**src/rtl/bram_window_pkg.sv**
```systemverilog
// Shared types and helpers for the decoded block-RAM window.
//   rmw_state_t : partial-write sequencer states
//   lanes()     : number of byte-enable lanes in a word
//   merge_lanes : lane-wise merge of new data over old data
package bram_window_pkg;

  typedef enum logic [1:0] {IDLE, RMW_RD, RMW_WR} rmw_state_t;

  // merge_lanes works on a fixed maximum width so one function serves every
  // instance; callers zero-extend their operands and truncate the result.
  localparam int MAX_DATA_W = 256;
  localparam int MAX_LANES  = 256;

  function automatic int lanes(input int dw, input int lw);
    return dw / lw;
  endfunction

  function automatic logic [MAX_DATA_W-1:0] merge_lanes(
    input logic [MAX_DATA_W-1:0] old_w,
    input logic [MAX_DATA_W-1:0] new_w,
    input logic [MAX_LANES-1:0]  be,
    input int                    lane_w
  );
    logic [MAX_DATA_W-1:0] m;
    m = old_w;
    for (int b = 0; b < MAX_DATA_W; b++)
      if (be[8'(b / lane_w)]) m[8'(b)] = new_w[8'(b)];
    return m;
  endfunction

endpackage

```
**src/rtl/bram_sp.sv**
```systemverilog
// Single-port synchronous block RAM primitive.
//   clk  : clock
//   addr : word address
//   wr   : write strobe, din stored at addr on the rising edge
//   din  : write data
//   dout : registered read data of addr (old contents on a write cycle)
// Contents are not reset. The pre_fill parameters describe an optional
// initial image and are range-checked here at elaboration.
module bram_sp #(
  parameter int    data_width     = 32,
  parameter int    ram_size       = 64,
  parameter int    pre_fill       = 0,
  parameter int    pre_fill_start = 0,
  parameter string pre_fill_file  = ""
) (
  input  logic                        clk,
  input  logic [$clog2(ram_size)-1:0] addr,
  input  logic                        wr,
  input  logic [data_width-1:0]       din,
  output logic [data_width-1:0]       dout
);

  logic [data_width-1:0] mem [ram_size];

  if (pre_fill != 0 && (pre_fill_start < 0 || pre_fill_start >= ram_size)) begin : g_chk_start
    $error("bram_sp: pre_fill_start outside RAM");
  end
  if (pre_fill != 0 && pre_fill_file == "") begin : g_chk_file
    $error("bram_sp: pre_fill set without pre_fill_file");
  end

  always_ff @(posedge clk) begin
    if (wr) mem[addr] <= din;
    dout <= mem[addr];
  end

endmodule

```
**src/rtl/bram_window_rmw.sv**
```systemverilog
// Address-decoded block-RAM window on the CPU bus with per-lane byte
// enables (partial writes done as hardware read-modify-write), selectable
// read latency and a busy handshake.
//   clk, rst_n : clock, asynchronous active-low reset
//   addr       : bus word address
//   rd, wr     : requests, taken only when hit=1 and busy=0; wr wins over rd
//   be         : lane enables for wr (all ones = direct write, zero = no-op)
//   din        : write data
//   dout       : read data, held until the next dout_valid
//   dout_valid : one-cycle strobe, read_latency cycles after an accepted rd
//   hit        : addr inside [BaseAddress, EndAddress]
//   busy       : partial write in flight, requests are dropped
module bram_window_rmw
  import bram_window_pkg::*;
#(
  parameter int    BaseAddress    = 0,
  parameter int    EndAddress     = 0,
  parameter int    data_width     = 32,
  parameter int    lane_width     = 8,
  parameter int    address_width  = 16,
  parameter int    ram_size       = 64,
  parameter int    read_latency   = 1,
  parameter int    pre_fill       = 0,
  parameter int    pre_fill_start = 0,
  parameter string pre_fill_file  = ""
) (
  input  logic                             clk,
  input  logic                             rst_n,
  input  logic [address_width-1:0]         addr,
  input  logic                             rd,
  input  logic                             wr,
  input  logic [data_width/lane_width-1:0] be,
  input  logic [data_width-1:0]            din,
  output logic [data_width-1:0]            dout,
  output logic                             dout_valid,
  output logic                             hit,
  output logic                             busy
);

  localparam int NL     = lanes(data_width, lane_width);
  localparam int RAM_AW = $clog2(ram_size);
  localparam logic [address_width:0] BASE_X = (address_width+1)'(BaseAddress);
  localparam logic [address_width:0] SPAN_X = (address_width+1)'(EndAddress - BaseAddress);

  if (EndAddress - BaseAddress + 1 > ram_size) begin : g_chk_size
    $error("bram_window_rmw: window larger than ram_size");
  end
  if (read_latency != 1 && read_latency != 2) begin : g_chk_lat
    $error("bram_window_rmw: read_latency must be 1 or 2");
  end
  if (data_width % lane_width != 0 || data_width > MAX_DATA_W) begin : g_chk_width
    $error("bram_window_rmw: bad data_width/lane_width");
  end

  // Decode: one extra bit catches the borrow of addr < BaseAddress, so
  // neither edge can wrap into the window.
  logic [address_width:0] off;
  logic [RAM_AW-1:0]      ram_addr;

  assign off      = {1'b0, addr} - BASE_X;
  assign hit      = ~off[address_width] & (off <= SPAN_X);
  assign ram_addr = off[RAM_AW-1:0];

  rmw_state_t state, st_nx;
  logic acc_rd, acc_wr, full_wr, part_wr;

  assign busy    = (state != IDLE);
  assign acc_wr  = hit & ~busy & wr;
  assign acc_rd  = hit & ~busy & rd & ~wr;
  assign full_wr = acc_wr & (&be);
  assign part_wr = acc_wr & ~(&be) & (|be);

  // RAM port mux
  logic [RAM_AW-1:0]     ram_a;
  logic                  ram_we;
  logic [data_width-1:0] ram_wd, ram_q;

  bram_sp #(
    .data_width(data_width), .ram_size(ram_size), .pre_fill(pre_fill),
    .pre_fill_start(pre_fill_start), .pre_fill_file(pre_fill_file)
  ) u_ram (
    .clk(clk), .addr(ram_a), .wr(ram_we), .din(ram_wd), .dout(ram_q)
  );

  // RMW holding registers; rmw_dat carries din, then the merged word.
  logic [RAM_AW-1:0]     rmw_addr;
  logic [data_width-1:0] rmw_dat, merged;
  logic [NL-1:0]         rmw_be;
  logic                  load_rmw, load_merge;

  always_comb begin
    logic [MAX_DATA_W-1:0] old_x, new_x;
    logic [MAX_LANES-1:0]  be_x;
    old_x = '0;
    new_x = '0;
    be_x  = '0;
    old_x[data_width-1:0] = ram_q;
    new_x[data_width-1:0] = rmw_dat;
    be_x[NL-1:0]          = rmw_be;
    merged = data_width'(merge_lanes(old_x, new_x, be_x, lane_width));
  end

  always_ff @(posedge clk or negedge rst_n) begin
    if (!rst_n) state <= IDLE;
    else        state <= st_nx;
  end

  always_comb begin
    st_nx      = state;
    ram_a      = ram_addr;
    ram_we     = 1'b0;
    ram_wd     = din;
    load_rmw   = 1'b0;
    load_merge = 1'b0;
    case (state)
      IDLE: begin
        if (full_wr) ram_we = 1'b1;
        else if (part_wr) begin
          load_rmw = 1'b1;   // RAM reads the old word this cycle
          st_nx    = RMW_RD;
        end
      end
      RMW_RD: begin
        ram_a      = rmw_addr;
        load_merge = 1'b1;   // old word is on ram_q now
        st_nx      = RMW_WR;
      end
      RMW_WR: begin
        ram_a  = rmw_addr;
        ram_we = 1'b1;
        ram_wd = rmw_dat;
        st_nx  = IDLE;
      end
      default: st_nx = IDLE;
    endcase
  end

  always_ff @(posedge clk) begin
    if (load_rmw) begin
      rmw_addr <= ram_addr;
      rmw_dat  <= din;
      rmw_be   <= be;
    end else if (load_merge) begin
      rmw_dat  <= merged;
    end
  end

  // Read valid pipeline: bit k is high k cycles after an accepted read.
  logic [read_latency:1] vld_pipe;

  if (read_latency == 1) begin : g_pipe1
    always_ff @(posedge clk or negedge rst_n) begin
      if (!rst_n) vld_pipe <= '0;
      else        vld_pipe <= acc_rd;
    end
  end else begin : g_pipe2
    always_ff @(posedge clk or negedge rst_n) begin
      if (!rst_n) vld_pipe <= '0;
      else        vld_pipe <= {vld_pipe[read_latency-1:1], acc_rd};
    end
  end

  // dout_q keeps the last returned word so dout holds between strobes,
  // even though ram_q moves on every cycle (including RMW reads).
  logic [data_width-1:0] dout_q;

  always_ff @(posedge clk or negedge rst_n) begin
    if (!rst_n)           dout_q <= '0;
    else if (vld_pipe[1]) dout_q <= ram_q;
  end

  if (read_latency == 1) begin : g_out1
    // ram_q is already the RAM's output register; present it on the
    // strobe cycle and fall back to the held copy afterwards.
    assign dout       = vld_pipe[1] ? ram_q : dout_q;
    assign dout_valid = vld_pipe[1];
  end else begin : g_out2
    assign dout       = dout_q;
    assign dout_valid = vld_pipe[read_latency];
  end

endmodule

```
**config.mk**
```make
export PLATFORM = sky130hd
export DESIGN_NAME = bram_window_rmw
export DESIGN_NICKNAME = d
export VERILOG_FILES = /design/src/rtl/bram_window_pkg.sv /design/src/rtl/bram_sp.sv /design/src/rtl/bram_window_rmw.sv
export SDC_FILE = /design/constraint.sdc
export NUM_CORES = 2
export LEC_CHECK = 0
export BUFFER_PORTS_ARGS = -buffer_cell sky130_fd_sc_hd__buf_2
export CAP_MARGIN = 5
export CORE_MARGIN = 2
export CORE_UTILIZATION = 65
export CTS_BUF_LIST = sky130_fd_sc_hd__clkbuf_2 sky130_fd_sc_hd__clkbuf_4 sky130_fd_sc_hd__clkbuf_8
export CTS_CLUSTER_SIZE = 30
export DETAILED_ROUTE_END_ITERATION = 6
export PLACE_DENSITY = 0.82
export SLEW_MARGIN = 30
export SYNTH_ARGS = -nofsm -noshare
export SYNTH_HDL_FRONTEND = slang
export SYNTH_HIERARCHICAL = 1
export SYNTH_SLANG_ARGS = --single-unit
```
**constraint.sdc**
```tcl
create_clock -name clk -period 5.87 [get_ports clk]
set_input_delay 1.174 -clock clk [delete_from_list [all_inputs] [get_ports clk]]
set_output_delay 1.174 -clock clk [all_outputs]
set_load 0.1 [all_outputs]
```
==> summary.txt <==
Clock tree
  • CTS tree: built
  • Cts bufs inserted: ~340
  • CTS max path bufs: 4
  • Worst-path clk slew: approximately 60 ps
  • CTS Root Cell: clkbuf_8
  • Worst skew pair latency: about 1100 ps
  • Post-CTS Resized: 0
  • Post-CTS Setup Bufs: 0
  • Post-CTS Hold Buffers: 0
  • CTS HTree Levels: 5
  • Num Clock Sinks: 2157

Global route
  • Vias in the first global route: between 40000 and 50000
  • Met1 usage: 0.464
  • GR Util met3: 0.142
  • Met2 usage: 0.509
  • Global route total overflow: 0
  • GR Util All Layers: 0.354
  • First-pass GRT wire length: roughly 330 mm
  • Initial antenna violation count: 18
  • Largest net degree at the start of global routing: ~100
  • GRT Max-Usage Layer: met2

Worst setup path
  • Worst endpoint required time: between 6000 and 7000 ps
  • CP max FO: 46
  • R2R Setup Slk: 980 ps
  • Delay of the slowest critical-path stage: 940 ps
  • Critical path type: reg -> reg
  • Slowest cell on the critical path: a21oi_1
  • Critical R2R Capture: u_ram/dout[16]$_DFF_P_
  • Arrival @ worst endpoint: 5740 ps
  • CP Launch Type: flop
  • Reg2Reg Launch Point: state[0]$_DFFE_PN0P_
  • Crit path capture type: flop
  • Crit-path cells: inv_1 > ha_1 > mux2_8 > buf_4 > buf_4 > mux2_2 > a221oi_1 > a21oi_1 > a21oi_1 > nand3_1
  • Reg2reg path depth: 10
  • CP startpoint: state[0]$_DFFE_PN0P_

STA
  • Setup tns final: 0 ps
  • Fin Hold WS: 151 ps
  • Final period util: 0.833
  • Slew margin rel.: 0.199
  • Measured slew at the worst slew-check pin: around 1200 ps
  • Period minus WS final: 4890 ps
  • Setup Skew: about 83 ps
  • Slew Viols, Final: 0
  • Setup repair after global routing missed its margin: no
  • Final hold vios: 0
  • # setup viols final: 0
  • Maximum clock rate: slightly above 200 MHz

Synthesis
  • Top_reg_cell synth: edfxtp_1
  • Post-synth EDFFs: 2090
  • Syn Area/Cell: 18.5 um^2
  • Synth Warn #: 6
  • Async S/R FF share, synth: 0.0162
  • Synthesized area: 0.0826 mm^2
  • Top-area cell type share of the netlist area: 0.759
  • Register bit count reported by yosys: roughly 2200
  • Most frequent cells after synthesis: edfxtp_1, mux2i_1, mux2_2, a22oi_1, a221oi_1
  • Dominant cells by area after synthesis: edfxtp_1, mux2i_1, mux2_2
  • Sequential share of the synthesized area: 0.778
  • Yosys top cell by area: edfxtp_1
  • Most frequent cell after synthesis: edfxtp_1
  • Synthesized Nets: around 4500
  • Cell count after synthesis: ~4500
  • Synth cell types: 64

Floorplan
  • Io pins: 91
  • Number of core rows: 130
  • Initial Util: 0.656
  • Core Area: between 0.1 and 0.15 mm^2
  • Die W: about 360 um
  • DIE AREA: approximately 0.13 mm^2
  • Die height: around 360 um

Detailed routing
  • Vias per cell: slightly above 7
  • DRT iter0 DRCs: 8818
  • WL final: approximately 230 mm
  • Final ANT Viol Nets: 0
  • Residual DRC count: 4
  • DRT Pass-1 Iters: 7
  • WL/cell: about 34 um
  • Via count: approximately 49000

Pwr
  • Internal: 29700 uW
  • Logic gate share of total power: 0.320
  • Max rail drop VDD: approximately 360 uV
  • Reg power frac: 0.410
  • Clock power share: 0.269
  • P_sw: between 15000 and 20000 uW
  • Leak: 0.0309 uW
  • Switching portion of total power: 0.350
  • Power Density: approximately 490 mW/mm^2

Finish
  • Layout cell share with drive strength beyond 1: 0.254
  • Area grow syn2layout: 12.7%
  • Final nets: slightly below 5000

Outcome
  • Status: finished, violations left
  • Failing checks: DRC

Min path
  • Worst hold path type: in -> async

Place
  • Placer Congestion: roughly 0.98
  • PortBufs: 90
  • Detailed placement HPWL: around 130 mm

Run
  • Maxcap violations: 0
## placed cells by master (no fill, tap or decap), types with 32 or more instances in the layout
cell type,instances
clkinv_1,71
a21oi_1,121
mux2_2,213
buf_4,217
mux2i_1,260
o22a_1,70
o21ai_0,84
a31oi_1,43
dfxtp_1,32
nand3_1,54
buf_2,90
a22o_1,66
nor2_1,77
o22ai_1,96
nor2_4,69
clkbuf_4,109
and3_1,85
mux2_4,33
a22oi_1,188
mux4_2,96
clkbuf_8,365
a221oi_1,175
dfrtp_1,35
edfxtp_1,2090
## kinds of logic after synthesis
| family | synth area share |
|---|---|
| flops | 0.778 |
| buf+inv | 0.0175 |
| mux | 0.0931 |
| compound gates | 0.0832 |
| simple gates | 0.0279 |
| fa+ha+maj | 0.000606 |
## layout make-up
type | instances | area, um^2
Sequential cell | 2157 | 64300
Fill cell | 6677 | 32800
Multi-Input combinational cell | 1986 | 17600
Clock buffer | 474 | 5840
Timing Repair Buffer | 334 | 2630
Tap cell | 1650 | 2060
Clock inverter | 107 | 632
Inverter | 8 | 37.5
Antenna cell | 11 | 27.5
## flip-flops by register name (all words and copies together), names as in the netlist
signal,flops
dout_q,32
dout_valid,1
rmw_addr,6
rmw_be,4
rmw_dat,32
state,2
u_ram/dout,32
u_ram/mem,2048
## power by group through the flow
stage / combinational (uW) / sequential (uW) / clock, uW
after CTS: 14000 / 18700 / 12300
after floorplan: 8140 / 18800 / 0
after detailed placement: 13800 / 19000 / 0
after global placement: 13400 / 19000 / 0
final: 14700 / 18800 / 12300
after global routing: 14800 / 18800 / 13000
## layer usage
metal | wire, um | share of wire | vias to the layer above
met2 | 101000 | 0.44 | 4632
met1 | 75200 | 0.33 | 23900
li1 | - | - | 19200
met3 | 40400 | 0.17 | 812
met5 | 446 | 0.0019 | -
met4 | 14200 | 0.061 | 12
## how the worst max path moves through the flow
| stage | to | slack (ps) | cells after the start |
|---|---|---|---|
| final | u_ram/dout[16]$_DFF_P_ | 980 | 10 |
| after global routing | u_ram/dout[16]$_DFF_P_ | 1000 | 10 |
| after CTS | u_ram/dout[11]$_DFF_P_ | 1190 | 9 |
| after detailed placement | u_ram/dout[11]$_DFF_P_ | 1030 | 8 |
| after global placement | u_ram/dout[23]$_DFF_P_ | 1080 | 8 |
| after floorplan | u_ram/mem[11][0]$_DFFE_PP_ | 980 | 7 |
## through the flow
step                worst slack (ps)  instances  instance area, um^2  utilization  power, uW
floorplan                        981       4461                82600            -      27000
global placement                1080       6129                86500        0.687      32500
detailed placement              1030       6133                86600        0.688      32900
CTS                             1190       6714                93100        0.739      45000
global route                    1000       6717                93100        0.740      46600
finish                           978       6727                93100        0.740      45700
## worst max-delay path: cells and delay by family (launching register included)
family,cells,cell delay [ps]
flops,1,370
simple gates,1,140
buf+inv,3,1170
fa+ha+maj,1,460
mux,2,1100
compound gates,3,1380
No activity file was read; power rests on OpenSTA's default activity.
